`config.mk`:
```
export PLATFORM = sky130hd
export DESIGN_NAME = fb_arbiter
export DESIGN_NICKNAME = d
export VERILOG_FILES = /design/src/rtl/fb_arbiter.sv
export SDC_FILE = /design/constraint.sdc
export NUM_CORES = 1
export LEC_CHECK = 0
export CAP_MARGIN = 25
export CORE_MARGIN = 1.5
export CORE_UTILIZATION = 47
export CTS_CLUSTER_SIZE = 28
export DETAILED_ROUTE_END_ITERATION = 10
export DONT_BUFFER_PORTS = 1
export SETUP_SLACK_MARGIN = 0.2
export SYNTH_ARGS = -nofsm -noshare
export SYNTH_HDL_FRONTEND = slang
export SYNTH_SLANG_ARGS = --single-unit
export TNS_END_PERCENT = 50
```
`constraint.sdc`:
```
create_clock -name clk_40 -period 2.65 [get_ports clk_40]
set_input_delay 0.3975 -clock clk_40 [delete_from_list [all_inputs] [get_ports clk_40]]
set_output_delay 0.3975 -clock clk_40 [all_outputs]
set_load 0.05 [all_outputs]
```
`src/rtl/fb_arbiter.sv`:
```
// Frame-buffer arbiter: VGA pixel fetches pre-empt buffered UART writes to a single-port RAM.
// Define FB_ARB_BLANK_WRITE_EN to confine RAM writes to the blanking interval.
module fb_arbiter #(
  parameter int ADDR_W     = 15,
  parameter int FIFO_DEPTH = 4
) (
  input  logic                          clk_40,
  input  logic                          reset_n,
  input  logic                          vid_req,
  input  logic [ADDR_W-1:0]             vid_addr,
  output logic                          vid_rvalid,
  output logic [2:0]                    vid_rdata,
  input  logic                          video_blank,
  input  logic                          wr_valid,
  input  logic [ADDR_W-1:0]             wr_addr,
  input  logic [2:0]                    wr_data,
  output logic                          wr_ready,
  output logic [$clog2(FIFO_DEPTH):0]   fifo_level,
  output logic                          ram_en,
  output logic                          ram_we,
  output logic [ADDR_W-1:0]             ram_addr,
  output logic [2:0]                    ram_wdata,
  input  logic [2:0]                    ram_rdata
);

  localparam int PTR_W = $clog2(FIFO_DEPTH);
  localparam int LVL_W = PTR_W + 1;
  localparam logic [LVL_W-1:0] DEPTH_L = LVL_W'(FIFO_DEPTH);

  typedef enum logic [1:0] {IDLE, READ, WRITE} state_t;

  state_t            state;
  logic [ADDR_W-1:0] fifo_addr [FIFO_DEPTH];
  logic [2:0]        fifo_data [FIFO_DEPTH];
  logic [PTR_W-1:0]  wr_ptr;
  logic [PTR_W-1:0]  rd_ptr;
  logic              rd_stage2;
  logic              win;
  logic              push;
  logic              pop;

`ifdef FB_ARB_BLANK_WRITE_EN
  assign win = !vid_req && video_blank;
`else
  logic blank_unused;
  assign blank_unused = video_blank;
  assign win = !vid_req;
`endif

  assign wr_ready = (fifo_level < DEPTH_L);
  assign push     = wr_valid && wr_ready;
  assign pop      = win && (fifo_level != '0);

  always_ff @(posedge clk_40) begin
    if (push) begin
      fifo_addr[wr_ptr] <= wr_addr;
      fifo_data[wr_ptr] <= wr_data;
    end
  end

  // READ state doubles as the first stage of the pixel return pipeline.
  always_ff @(posedge clk_40 or negedge reset_n) begin
    if (!reset_n) begin
      state      <= IDLE;
      wr_ptr     <= '0;
      rd_ptr     <= '0;
      fifo_level <= '0;
      ram_en     <= 1'b0;
      ram_we     <= 1'b0;
      ram_addr   <= '0;
      ram_wdata  <= 3'b000;
      rd_stage2  <= 1'b0;
      vid_rvalid <= 1'b0;
      vid_rdata  <= 3'b000;
    end else begin
      if (push)
        wr_ptr <= wr_ptr + 1'b1;
      if (pop)
        rd_ptr <= rd_ptr + 1'b1;
      case ({push, pop})
        2'b10:   fifo_level <= fifo_level + 1'b1;
        2'b01:   fifo_level <= fifo_level - 1'b1;
        default: fifo_level <= fifo_level;
      endcase

      if (vid_req) begin
        state    <= READ;
        ram_en   <= 1'b1;
        ram_we   <= 1'b0;
        ram_addr <= vid_addr;
      end else if (pop) begin
        state     <= WRITE;
        ram_en    <= 1'b1;
        ram_we    <= 1'b1;
        ram_addr  <= fifo_addr[rd_ptr];
        ram_wdata <= fifo_data[rd_ptr];
      end else begin
        state  <= IDLE;
        ram_en <= 1'b0;
        ram_we <= 1'b0;
      end

      rd_stage2  <= (state == READ);
      vid_rvalid <= rd_stage2;
      vid_rdata  <= rd_stage2 ? ram_rdata : 3'b000;
    end
  end

endmodule

```
* After elaboration in Yosys (flattened, before gate mapping)
Memory sizes are Yosys's and may differ from the RTL's. A register that Yosys moved wholly into a read port is not among the register bits.
Cells that the tools add are included.
** Storage, ports and cells
- Register bits after elaboration :: 31
- RAM bits :: 72
- Bits of input ports :: 41
- Output and inout bits :: 28
- Logic and storage cells :: 40
- Memories kept :: 2
** Memories
- fifo_addr :: words 4, bits a word 15, rd ports 1, clocked after Yosys merged registers in 0, write ports 1, RTL line 33 : logic [ADDR_W-1:0] fifo_addr [FIFO_DEPTH];
- fifo_data :: words 4, bits a word 3, rd ports 1, clocked after Yosys merged registers in 1, write ports 1, RTL line 34 : logic [2:0] fifo_data [FIFO_DEPTH];
** Operators by class
- $add $sub $neg :: 4
- Magnitude comparators :: 1
- Equality and inequality tests :: 3
- Mux-type cells :: 11
- Bitwise gates (word level) :: 1
- Reductions and logical operators :: 8
** Operators by type and width (number)
- two-way mux 15 bit :: 2
- case mux 3 bit (2 select lines) :: 1
- two-way mux 1 bit :: 5
- adder 2 x 1 -> 2 bit (second input constant) :: 2
- equality test 2 x 1 -> 1 bit (second input constant) :: 2
- two-way mux 2 bit :: 2
- nonzero test 2 bit :: 2
- adder 3 x 1 -> 3 bit (second input constant) :: 1
- < comparator 3 bit (second input constant) :: 1
- two-way mux 3 bit :: 1
- nonzero test 3 bit :: 1
- subtractor 3 x 1 -> 3 bit (second input constant) :: 1
- equality test 2 bit (second input constant) :: 1
- logical AND 1 bit :: 2
- zero test 1 bit :: 2
- AND reduction 2 bit :: 1
- inverter 1 bit :: 1

* Logic depth before layout (Yosys ltp)
- Depth after elaboration :: 4
- Gate-level depth with buffers :: 10
- Depth with buffers taken out :: 9

* Least setup slack after synthesis
Ideal clock, no wire load.
- Path type :: flip-flop to flip-flop
- Start :: register fifo_level[1]
- End :: register fifo_level[2]
- Setup time :: 0.139 ns
- Arrival time :: 2.235 ns
- Data required time :: 2.511 ns
- Path slack :: 0.275 ns
- Stages on the path, launching flop included :: 11
- Path buffers :: 1
- Clock period less this slack :: 2.375 ns
- Path through :: dfrtp_1 > nor3_1 > or2_2 > buf_2 > inv_2 > ha_1 > inv_1 > fa_1 > xor2_1 > nor2_1 > xnor2_1
** On the way
- Longest elaborated chain between the ends :: 4
- Elaborated cells on any way between the ends :: 10
- Those cells by class :: add/sub (2); order compare (1); eq/ne (2); mux (1); reduce/logical (4)
** Ends and longest elaborated chain
- from (decl) :: RTL line 18 : output logic [$clog2(FIFO_DEPTH):0] fifo_level,
- from (signal assigned) :: RTL line 81 : 2'b10: fifo_level <= fifo_level + 1'b1;
- from (signal assigned) :: RTL line 82 : 2'b01: fifo_level <= fifo_level - 1'b1;
- from (signal assigned) :: RTL line 83 : default: fifo_level <= fifo_level;
- nonzero test 3 bit * :: RTL line 52 : assign pop = win && (fifo_level != '0);
- logical AND 1 bit * :: RTL line 52
- named net pop :: RTL line 40 : logic pop;
- equality test 2 x 1 -> 1 bit / equality test 2 bit (equally long branches) :: RTL line 80 : case ({push, pop})
- case mux 3 bit (2 select lines) / nonzero test 2 bit (equally long branches)
The timed path passes the listed nets; every way through them passes the cells marked *.
A chain may end at the register's enable or synchronous reset.

* Final worst setup path
- Start :: register fifo_level[2]
- End :: register fifo_level[2]
Same word-level chain as after synthesis.

==> results.md <==
- Number of instances in the placed design: 323
- Net Sw Power: 0.001790 W
- Final min period: 1.991 ns
- Slowest stage delay, CP: 0.39 ns
- Worst endpoint required time: 2.88 ns
- Seq/Total Area, Yosys: 74.09%
- Clock Tree Buf Depth: 2
- Htree depth: 3
- Syn_nets: 259
- Die Width: 95.63 um
- Fillers: 674
- Layout Nets: 278
- Antenna violations before repair: 1
- Vias in the first global route: 2,106
- Die area: 0.009145 mm2
- Startpoint class of the critical path: flip-flop
- Clock network fraction of total power: 18.0%
- Std cell rows: 33
- Leakage: 1.605 nW
- Setup Skew: 0.01093 ns
- RR Startpoint: fifo_level[2]$_DFFE_PN0P_
- RSZ-0062 raised after global routing: no
- Combinational share of power: 25.2%
- I/O Pins: 69
- Largest net degree at the start of global routing: 34
- CTS tree: yes
- First-pass DRT Iterations: 4
- Global Route Usage Sum: 17.17%
- CTS Sinks: 105
- Cts bufs inserted: 9
- Post-synthesis cell count: 212
- CORE AREA: 0.008258 mm2
- Routed via count: 1,886
- Global-route wire length before repair: 10,880 um
- Root buffer cell: clkbuf_8
- Final hold violation count: 0
- Layout cells sized above 1: 23.73%
- Skew-Pair Late Insertion Delay: 0.35 ns
- Worst Hold Launch: vid_req
- Slew Viols, Final: 0
- Via-to-Cell Ratio: 5.515
- Worst Hold Class: input port to flip-flop
- CP top delay family: adder cells
- Final wirelength: 7273 um
- Period utilization: 75.13%
- Worst-path clk slew: 0.09 ns
- Syn Area/Cell: 19.02 um2
- Area Growth Syn to Fin: 9.711%
- WS Path Type: flip-flop to flip-flop
- Final cell count without fillers: 342
- Post-cts resize count: 0
- Setup TNS: 0 ns
- Setup crit end kind: flip-flop
- Synth unique cells: 29
- DR DRC count: 0
- Post-CTS Setup Bufs: 0
- End of the worst hold path: state[0]$_DFF_PN0_
- Reg power frac: 56.8%
- Total grt overflow: 0
- FF+latch count, synth: 105
- CP arrival: 2.22 ns
- # hold bufs at CTS: 2
- Post-DP HPWL: 5081 um
- Crit path max-delay cell type: dfrtp_1
- Iteration-0 DRC Markers: 86
- Max-cap violations: 0
- Critical path depth in cells: 9
- Final setup viols: 0
- Final Power: 0.004816 W
- DRT antenna net count: 0
- Synth Warn #: 0
- CP Cell Sequence: nor3_1, or2_2, inv_2, ha_1, inv_1, fa_1, xor2_1, nor2_1, xnor2_1
- Outcome: complete, no violations
- Die height: 95.63 um
- Mapped Area: 0.004033 mm2
- Sw frac: 37.16%
- R2R depth: 9
- Min-Delay Path Depth: 0
- Initial Util: 48.83%
- Pwr/cell area: 1088 mW/mm2
- R2R setup slack: 0.66 ns
- Measured slew at the worst slew-check pin: 0.7505 ns
- Worst vdd ir: 392.9 uV
- Post-DR wirelength/cell: 21.27 um
- Maximum clock rate: 502.3 MHz
- Buffers on Ports: 0
- Relative slew slack: 49.59%
- Worst-path maximum fanout: 5
- GPL Wtd Cong: 0.7579
- WP buf/inv: 2
- Total internal power: 0.003026 W
- Critical R2R Capture: fifo_level[2]$_DFFE_PN0P_
[registers in the layout, summed over array words and instances, names as in the netlist]
signal,cells
rd_ptr,2
vid_rdata,3
ram_en,1
ram_addr,15
ram_wdata,3
state,1
fifo_addr,60
fifo_level,3
ram_we,1
vid_rvalid,1
wr_ptr,2
fifo_data,12
rd_stage2,1
[worst register-to-register path, stage by stage, from the launching register on]
cell and delay [ns]:
dfrtp_1 0.39, nor3_1 0.08, or2_2 0.29, inv_2 0.13, ha_1 0.20, inv_1 0.06
fa_1 0.37, xor2_1 0.15, nor2_1 0.12, xnor2_1 0.07
[cells in the final DEF, fill, tap and decap left out, types with 2 or more instances in the layout]
cell type and instances:
inv_1 16, and2_1 7, xnor2_1 4, xor2_1 2, edfxtp_1 72, o221a_1 6, nor2b_1 2, buf_4 15
a22oi_1 9, clkbuf_8 10, or2b_1 5, mux4_2 18, ha_1 5, dfrtp_1 33, o21ai_0 10, clkinv_2 3
mux2_2 3
[power by group through the flow]
stage               combinational (W)  sequential (W)  clock (W)
floorplan                    0.000870         0.00279          0
global placement              0.00118         0.00276          0
detailed placement            0.00122         0.00278          0
CTS                           0.00124         0.00275   0.000887
global route                  0.00135         0.00277   0.000962
finish                        0.00121         0.00274   0.000867
[logic make-up after synthesis]
family	after synthesis	share of synthesized area, %
compound gates	25	4.592
xor+xnor	6	1.303
fa+ha+maj	6	2.048
buf+inv	27	3.165
flops	105	74.09
mux	22	11.14
simple gates	21	3.661
[worst max path at each step]
stage,start,slack (ns),end
3_3_place_gp,fifo_level[2]$_DFFE_PN0P_,0.72,fifo_level[2]$_DFFE_PN0P_
6_report,fifo_level[2]$_DFFE_PN0P_,0.66,fifo_level[2]$_DFFE_PN0P_
5_1_grt,fifo_level[2]$_DFFE_PN0P_,0.51,fifo_level[2]$_DFFE_PN0P_
3_5_place_dp,fifo_level[2]$_DFFE_PN0P_,0.66,fifo_level[2]$_DFFE_PN0P_
4_1_cts,fifo_level[2]$_DFFE_PN0P_,0.65,fifo_level[2]$_DFFE_PN0P_
2_1_floorplan,fifo_level[1]$_DFFE_PN0P_,0.28,fifo_level[2]$_DFFE_PN0P_
[cells in the mapped netlist]
cell type | count | area [um2]
inv_1 | 16 | 60.06
clkbuf_1 | 2 | 7.510
dfrtp_1 | 33 | 825.8
edfxtp_1 | 72 | 2162
or2_2 | 1 | 6.260
buf_6 | 2 | 22.52
nor4_4 | 1 | 21.27
inv_2 | 1 | 3.750
buf_2 | 4 | 20.02
nand2b_1 | 1 | 6.260
nor3_1 | 1 | 5.000
inv_4 | 1 | 6.260
xor2_1 | 2 | 17.52
nand2_1 | 1 | 3.750
mux2_2 | 3 | 33.78
mux4_2 | 18 | 405.4
nor3b_1 | 1 | 7.510
buf_4 | 1 | 7.510
a22oi_1 | 9 | 67.56
nor2_1 | 1 | 3.750
xnor2_1 | 4 | 35.03
o221a_1 | 6 | 67.56
mux2i_1 | 1 | 10.01
or2b_1 | 5 | 37.54
and2_1 | 7 | 43.79
o21ai_0 | 10 | 50.05
nor2b_1 | 2 | 12.51
ha_1 | 5 | 62.56
fa_1 | 1 | 20.02
[cell type report]
class	instances	area (um2)	area share, %
inverters	18	70.07	1.584
repair buffers	17	142.6	3.224
clock buffers	11	141.4	3.196
diodes	1	2.502	0.05656
flip-flops and latches	105	2988	67.53
multi-input cells	80	917.1	20.73
clock inverters	5	31.28	0.7070
well taps	105	131.4	2.969
[routing by layer]
metal  GRT usage (%)  part of all wire, %
met5               0                    0
met4           7.475                  2.4
met3           4.944                  7.1
met2           28.58                   50
met1           20.83                   40
[through the flow]
| step | hold WS, ns | utilization, % | setup WS (ns) | area [um2] |
|---|---|---|---|---|
| after floorplan | 0.1019 | - | 0.2752 | 4033 |
| after global placement | 0.1028 | 51.09 | 0.7230 | 4219 |
| after detailed placement | 0.1029 | 51.09 | 0.6614 | 4219 |
| after CTS | 0.05025 | 53.55 | 0.6487 | 4422 |
| after global routing | 0.04073 | 53.55 | 0.5082 | 4422 |
| final | 0.07109 | 53.58 | 0.6590 | 4424 |
No activity file was read; power rests on OpenSTA's default activity.
